===== config.mk =====
export PLATFORM = sky130hd
export DESIGN_NAME = laser_timer_multi
export DESIGN_NICKNAME = d
export VERILOG_FILES = /design/src/rtl/laser_timer_multi.sv
export SDC_FILE = /design/constraint.sdc
export NUM_CORES = 1
export LEC_CHECK = 0
export ABC_AREA = 1
export CAP_MARGIN = 20
export CORE_MARGIN = 2
export CORE_UTILIZATION = 50
export DETAILED_ROUTE_END_ITERATION = 12
export PLACE_DENSITY = 0.78
export SETUP_SLACK_MARGIN = 0.2
export SYNTH_ARGS = -nofsm -noshare
export SYNTH_HDL_FRONTEND = slang
export SYNTH_SLANG_ARGS = --single-unit

===== constraint.sdc =====
create_clock -name clk -period 4.1 [get_ports clk]
set_clock_uncertainty 0.2 [all_clocks]
set_input_delay 0.615 -clock clk [delete_from_list [all_inputs] [get_ports clk]]
set_output_delay 0.615 -clock clk [all_outputs]
set_load 0.01 [all_outputs]

===== src/rtl/laser_timer_multi.sv =====
// Multi-channel hold-and-tail LED/laser controller: each output follows its button and then
// stays lit for TAIL_LEN prescaled ticks after release.
module laser_timer_multi #(
   parameter int unsigned CHANNELS = 4,
   parameter int unsigned TAIL_LEN = 2,
   parameter int unsigned TICK_DIV = 1
) (
   input  logic                clk,
   input  logic                rst_n,
   input  logic                clr,
   input  logic                oneshot,
   input  logic [CHANNELS-1:0] btn,
   output logic [CHANNELS-1:0] led,
   output logic [CHANNELS-1:0] done,
   output logic                busy
);

   localparam int unsigned PW = (TICK_DIV > 1) ? $clog2(TICK_DIV) : 1;
   localparam int unsigned CW = (TAIL_LEN > 0) ? $clog2(TAIL_LEN + 1) : 1;
   localparam logic [PW-1:0] PreMax   = PW'(TICK_DIV - 1);
   localparam logic [CW-1:0] TailInit = (TAIL_LEN > 0) ? CW'(TAIL_LEN - 1) : '0;

   typedef enum logic [1:0] {StOff, StHeld, StTail} state_e;

   logic [PW-1:0]       pre_q, pre_d;
   logic                tick;
   state_e              state_q [CHANNELS];
   state_e              state_d [CHANNELS];
   logic [CW-1:0]       cnt_q [CHANNELS];
   logic [CW-1:0]       cnt_d [CHANNELS];
   logic [CHANNELS-1:0] led_q, led_d;
   logic [CHANNELS-1:0] done_q, done_d;

   // Shared prescaler keeps running through clr so tick phase only depends on reset.
   always_comb begin
      tick  = (pre_q == PreMax);
      pre_d = tick ? '0 : pre_q + PW'(1);
   end

   always_comb begin
      for (int unsigned i = 0; i < CHANNELS; i++) begin
         state_d[i] = state_q[i];
         cnt_d[i]   = cnt_q[i];
         done_d[i]  = 1'b0;
         if (clr) begin
            state_d[i] = StOff;
            cnt_d[i]   = '0;
         end else begin
            unique case (state_q[i])
               StOff: begin
                  if (btn[i]) state_d[i] = StHeld;
               end
               StHeld: begin
                  if (!btn[i]) begin
                     if (TAIL_LEN > 0) begin
                        state_d[i] = StTail;
                        cnt_d[i]   = TailInit;
                     end else begin
                        state_d[i] = StOff;
                        done_d[i]  = 1'b1;
                     end
                  end
               end
               StTail: begin
                  if (btn[i] && !oneshot) begin
                     state_d[i] = StHeld;
                  end else if (tick) begin
                     if (cnt_q[i] == '0) begin
                        state_d[i] = StOff;
                        done_d[i]  = 1'b1;
                     end else begin
                        cnt_d[i] = cnt_q[i] - CW'(1);
                     end
                  end
               end
               default: begin
                  state_d[i] = StOff;
                  cnt_d[i]   = '0;
               end
            endcase
         end
         led_d[i] = (state_d[i] != StOff);
      end
   end

   always_ff @(posedge clk or negedge rst_n) begin
      if (!rst_n) begin
         pre_q  <= '0;
         led_q  <= '0;
         done_q <= '0;
         for (int unsigned i = 0; i < CHANNELS; i++) begin
            state_q[i] <= StOff;
            cnt_q[i]   <= '0;
         end
      end else begin
         pre_q  <= pre_d;
         led_q  <= led_d;
         done_q <= done_d;
         for (int unsigned i = 0; i < CHANNELS; i++) begin
            state_q[i] <= state_d[i];
            cnt_q[i]   <= cnt_d[i];
         end
      end
   end

   always_comb begin
      busy = 1'b0;
      for (int unsigned i = 0; i < CHANNELS; i++) begin
         busy = busy | (state_q[i] != StOff);
      end
   end

   assign led  = led_q;
   assign done = done_q;

endmodule


==> impl_metrics.yaml <==
logic_synthesis:
  ys_warn_count: 0
  syn_inst: 219
  syn_area_sq_mm: 0.00165
  synth.net_count: 247
  ys_seq_area_frac: 0.365
  synth_area_leaders: "dfrtp_1 37%, ha_1 15%, nand2_1 13%"
  synth_cell_types: 21
  synth-seq-cells: 24
  synth_top_area_share: 0.365
  synth_top_area_cell: "dfrtp_1"
  syn_area_per_cell_sq_um: 7.51
global_route:
  grt_use_met1: 0.244
  grt_pass1_wl_mm: 5.18
  grt.busiest_layer: "met2"
  grt_pass1_vias: 1246
  grt_util_all_layers: 0.181
  use_met2: 0.309
  antenna_found_initial: 0
  overflow: 0
  grt_util_met3: 0.0189
  grt_max_degree: 25
die:
  core_sq_mm: 0.00310
  start_util: 0.530
  dieHeight_um: 61.4
  rows: 20
  design.die.area_sq_mm: 0.00377
  die_w_um: 61.4
  io_pins: 17
worst_setup_path:
  cp_slowest_cell: "clkdlybuf4s50_1"
  path_buf_inv: 2
  crit_family: "buffers and inverters"
  cp-end-kind: "primary output"
  crit_type: "reg -> out"
  critPathLaunchType: "flip-flop"
  cp.arrival_ps: 1770
  slowest_delay_ps: 540
  crit_required_ps: 3280
  crit_fanout: 4
  crit_chain: "inv_1 -> ha_1 -> nand4_1 -> clkdlybuf4s50_1"
run_status:
  status: "complete, no violations"
cts:
  htreeDepth: 1
  cts_resized: 0
  cts.sinks: 24
  clkTransAtPathRegs_ps: 130
  cts_setup_buffers: 0
  cts_root_buffer: "clkbuf_4"
  cts_buffer_depth: 2
  cts_tree: "built"
  cts.hold.buffers_added: 0
  clk_latency_ps: 310
  cts_made_buffers: 3
route:
  drt-initial-drc-count: 50
  via_count: 1347
  wl_per_cell_um: 10.4
  wl_mm: 2.95
  drcViolationCount: 0
  drt_pass1_iterations: 4
  antenna_left: 0
  vias_per_cell: 4.78
layout:
  stdcell_count: 282
  syn_to_final_growth_pct: 14.8
  final_cell_area_sq_mm: 0.00189
  drive_gt1_frac: 0.0924
  num-fill-cells: 297
  fin_nets: 267
  n_antenna_cell: 0
timing:
  setup_slack_ps: 1520
  fmaxAchievable_ghz: 0.387
  slew_headroom: 0.636
  finalCritPeriodShare: 0.630
  grt_setup_unrepaired: "no"
  setup_viol: 0
  min_period_ps: 2580
  slew_violations: 0
  hold_viol_final: 0
  worst_pin_slew_ps: 544
  setup_tns_ps: 0
power:
  peakVddDrop_uv: 163
  finalPower_uw: 565
  p_per_area_mw_per_mm2: 299
  leakage_nw: 1.07
job:
  drv_cap: 0
placement:
  place_congestion: 0.843
  place_hpwl_mm: 2.25
  place_inst: 277
  io_buffers: 16
  place_area_sq_mm: 0.00184
  dp_slack_ps: 1900
worst_hold_path:
  min_path_type: "reg -> reg"
## cell type report
type | instances | area (sq um) | share of cell area
Tap cell | 44 | 55.1 | 0.0291
Clock buffer | 4 | 36.3 | 0.0192
Multi-Input combinational cell | 146 | 838 | 0.444
Sequential cell | 24 | 601 | 0.318
Inverter | 47 | 184 | 0.0974
Timing Repair Buffer | 17 | 175 | 0.0927
## report_power, final
group / total [mW] / internal [mW] / switching [mW]
sequential: 0.264 / 0.253 / 0.0105
clock: 0.125 / 0.0542 / 0.0704
combinational: 0.177 / 0.0732 / 0.103
## routing by layer
layer | up-vias | routed length (um) | share of wire
met5 | - | 0 | 0
met4 | 0 | 19 | 0.0064
met3 | 2 | 65 | 0.022
met2 | 14 | 1450 | 0.49
met1 | 620 | 1420 | 0.48
li1 | 711 | - | -
## through the flow
stage          hold WS (ps)  utilization
4_1_cts                 299        0.604
6_report                296        0.609
2_1_floorplan           119            -
3_3_place_gp            258        0.592
5_1_grt                 349        0.609
3_5_place_dp            267        0.592
## registers in the layout, indices dropped and copies added (netlist names)
register and count:
cnt_q 8, done 4, led 4, state_q 8
## cell usage after synthesis
master and count:
dfrtp_1 24, a21oi_1 7, o21ai_1 5, nand4_1 1
o21ai_0 3, nor3b_1 1, a211oi_1 1, nor2_2 1
o21bai_1 2, inv_2 4, nand3_2 2, buf_6 2
nor2_1 9, inv_8 1, nor3_1 4, inv_1 42
nand3b_1 2, nand2_2 9, nand2_1 56, ha_1 20
nand3_1 23
## tightest hold or removal path, stage by stage, from the launching register on
cell and delay [ps]:
dfrtp_1 370, nand2_1 60, nand2_1 40
## kinds of logic after synthesis
kind of cell,synth area share
flip-flops,0.365
adder cells (fa/ha/maj),0.152
AND/OR/NAND/NOR,0.298
buffers and inverters,0.125
AO/OA/AOI/OAI,0.0593
## worst paths after layout
path	start	end	slack, ps	depth (start not counted)
worst max-delay path	state_q[6]$_DFF_PN0_	busy	1520	4
worst min-delay path	cnt_q[3]$_DFFE_PN0P_	cnt_q[3]$_DFFE_PN0P_	300	2
worst max register to register	state_q[4]$_DFF_PN0_	cnt_q[4]$_DFFE_PN0P_	2530	8
worst min register to register	cnt_q[3]$_DFFE_PN0P_	cnt_q[3]$_DFFE_PN0P_	300	2
max in group asynchronous	rst_n	state_q[1]$_DFF_PN0_	2810	2
min in group asynchronous	rst_n	cnt_q[6]$_DFFE_PN0P_	420	1
## placed cells by master, fill, tap and decap left out, types with 3 or more instances in the layout
master,count
inv_1,42
inv_2,4
nand2_2,9
clkdlybuf4s50_1,16
nand2_1,56
o21ai_1,5
ha_1,20
a21oi_1,7
o21ai_0,3
dfrtp_1,24
nand3_1,23
clkbuf_4,3
nor3_1,4
nor2_1,9
No activity file was read; power rests on OpenSTA's default activity.
==> RTL change, RTL diff (config.mk and constraints unchanged) <==
Change the parameter `TAIL_LEN` from 2 to 1.
--- a/src/rtl/laser_timer_multi.sv
+++ b/src/rtl/laser_timer_multi.sv
@@ -2,7 +2,7 @@
 // stays lit for TAIL_LEN prescaled ticks after release.
 module laser_timer_multi #(
    parameter int unsigned CHANNELS = 4,
-   parameter int unsigned TAIL_LEN = 2,
+   parameter int unsigned TAIL_LEN = 1,
    parameter int unsigned TICK_DIV = 1
 ) (
    input  logic                clk,
Function: changed (a bounded check fails within 4 cycles, from zero or initial values and one cycle with rst_n low).
==> RTL change against the unedited design <==
Sequential cell count fell by 8. Largest power group unchanged. Design area fell by 54%. Area after synthesis fell by 60%. Register-to-register slack improved by 560 ps. Wire length fell by 60%. Non-clock buffer count fell by 1. Core utilization rose by 7.6 points. Global-route usage rose by 0.58 points. Die area fell by 57%. Sequential power fell by 36%. Critical path depth fell by 1. Setup slack improved by 360 ps. Power fell by 46%.
==> RTL change: results (changes against the unedited design) <==
critical_path:
  ff2ff_path_depth: 3  # -5
  critPathMaxStageDelay_ps: 480  # -60 ps
  cp_data_arrival_time_ps: 1410  # -360 ps
  crit_fanout: 4  # unchanged
  regToRegSetupSlack_ps: 3090  # +560 ps
  slowest_stage: "sky130_fd_sc_hd__clkdlybuf4s50_1"
  rr_endpoint: "led[2]"
  r2r-start: "state_q[2]"
pwr:
  max-vdd-ir-drop_v: 0.000206  # +27%
  power.static_leakage_nw: 0.466  # -56%
route:
  dr_total_vias: 513  # -62%
  drt-initial-drc-count: 6  # -88%
  avgViaCountPerCell: 4.79  # +0.37%
  route.met3.wl_um: 62  # -4.6%
  routedLengthMet1_um: 520  # -63%
  met2WireLength_um: 577  # -60%
  wirelength_um: 1190  # -60%
cts:
  clockRootBuffer: "sky130_fd_sc_hd__clkbuf_4"
  cts_resized: 0  # unchanged
  path_clk_slew_ps: 90  # -40 ps
  clock_insertion_delay_worst_skew_ps: 280  # -30 ps
global_routing:
  grt_pass1_wl_um: 1930  # -63%
  grt.met3_usage_pct: 3.33  # +1.4 points
  global_routing_usage_on_met2_pct: 27.8  # -3.1 points
  antenna_found_initial: 0  # unchanged
  grtUsageTotal_pct: 18.7  # +0.58 points
  grt.met1_usage_pct: 24.7  # +0.29 points
  grt_max_degree: 17  # -32%
  grt_pass1_vias: 487  # -61%
final_layout:
  final_layout_size_suffix_gt1_share_pct: 9.78  # +0.54 points
  number_of_diodes_added_for_antenna_fixing: 0  # unchanged
  fillerInstances: 100  # -66%
  finish.net_count: 101  # -62%
yosys:
  ys_dominant_reg_cell: "sky130_fd_sc_hd__dfrtp_1"
  seq_area_frac_synth_pct: 60.3  # +24 points
  yosys-top-cells-area: "sky130_fd_sc_hd__dfrtp_1 60%, sky130_fd_sc_hd__nor2_1 9.0%, sky130_fd_sc_hd__inv_1 7.9%"
  synthAdderAreaFrac_pct: 0  # -15 points
  synth_compound_gate_area_share_pct: 3.01  # -2.9 points
  netlist_instances: 73  # -67%
  syn-num-nets: 81  # -67%
  synth_cell_type_count: 10  # -52%
  netlist_top_cells_count: "16 x sky130_fd_sc_hd__dfrtp_1, 16 x sky130_fd_sc_hd__nor2_1, 14 x sky130_fd_sc_hd__inv_1"
place:
  preCtsSetupSlack_ps: 2180  # +285 ps
  detailedPlacementHpwl_um: 887  # -61%
  dpl-instance-area_um2: 832  # -55%
  gp_congestion: 0.762  # -9.6%
sta:
  tightestPinTransition_ps: 688  # +143 ps
  post-route-worst-setup-slack_ps: 1880  # +359 ps
run_status:
  result_of_the_run: "completed"
[RTL change: final cells by class]
type / instances / area, um2 / area share, %
well taps: 15 / 18.8 / 2.16
clock buffers: 4 / 36.3 / 4.18
multi-input cells: 41 / 191 / 22.0
inverters: 15 / 61.3 / 7.06
flip-flops and latches: 16 / 400 / 46.1
repair buffers: 16 / 160 / 18.4
[RTL change: how the worst min path moves through the flow]
stage | from | endpoint | slack (ps) | cells after the start
5_1_grt | state_q[4] | done[1] | 320 | 1
4_1_cts | state_q[6] | done[0] | 290 | 1
2_1_floorplan | rst_n | done[0] | 120 | 0
6_report | state_q[4] | done[1] | 290 | 1
3_5_place_dp | state_q[6] | done[0] | 280 | 1
3_3_place_gp | state_q[4] | done[1] | 270 | 1
[RTL change: where the power goes]
part           internal (W)  switching, W
sequential         0.000164    0.00000413
combinational     0.0000181     0.0000186
clock             0.0000540     0.0000475
[RTL change: worst max-delay path, delay by kind of cell, from the launching register on]
kind          cells  cell delay, ps
buf+inv           1             480
flops             1             430
simple gates      2             220
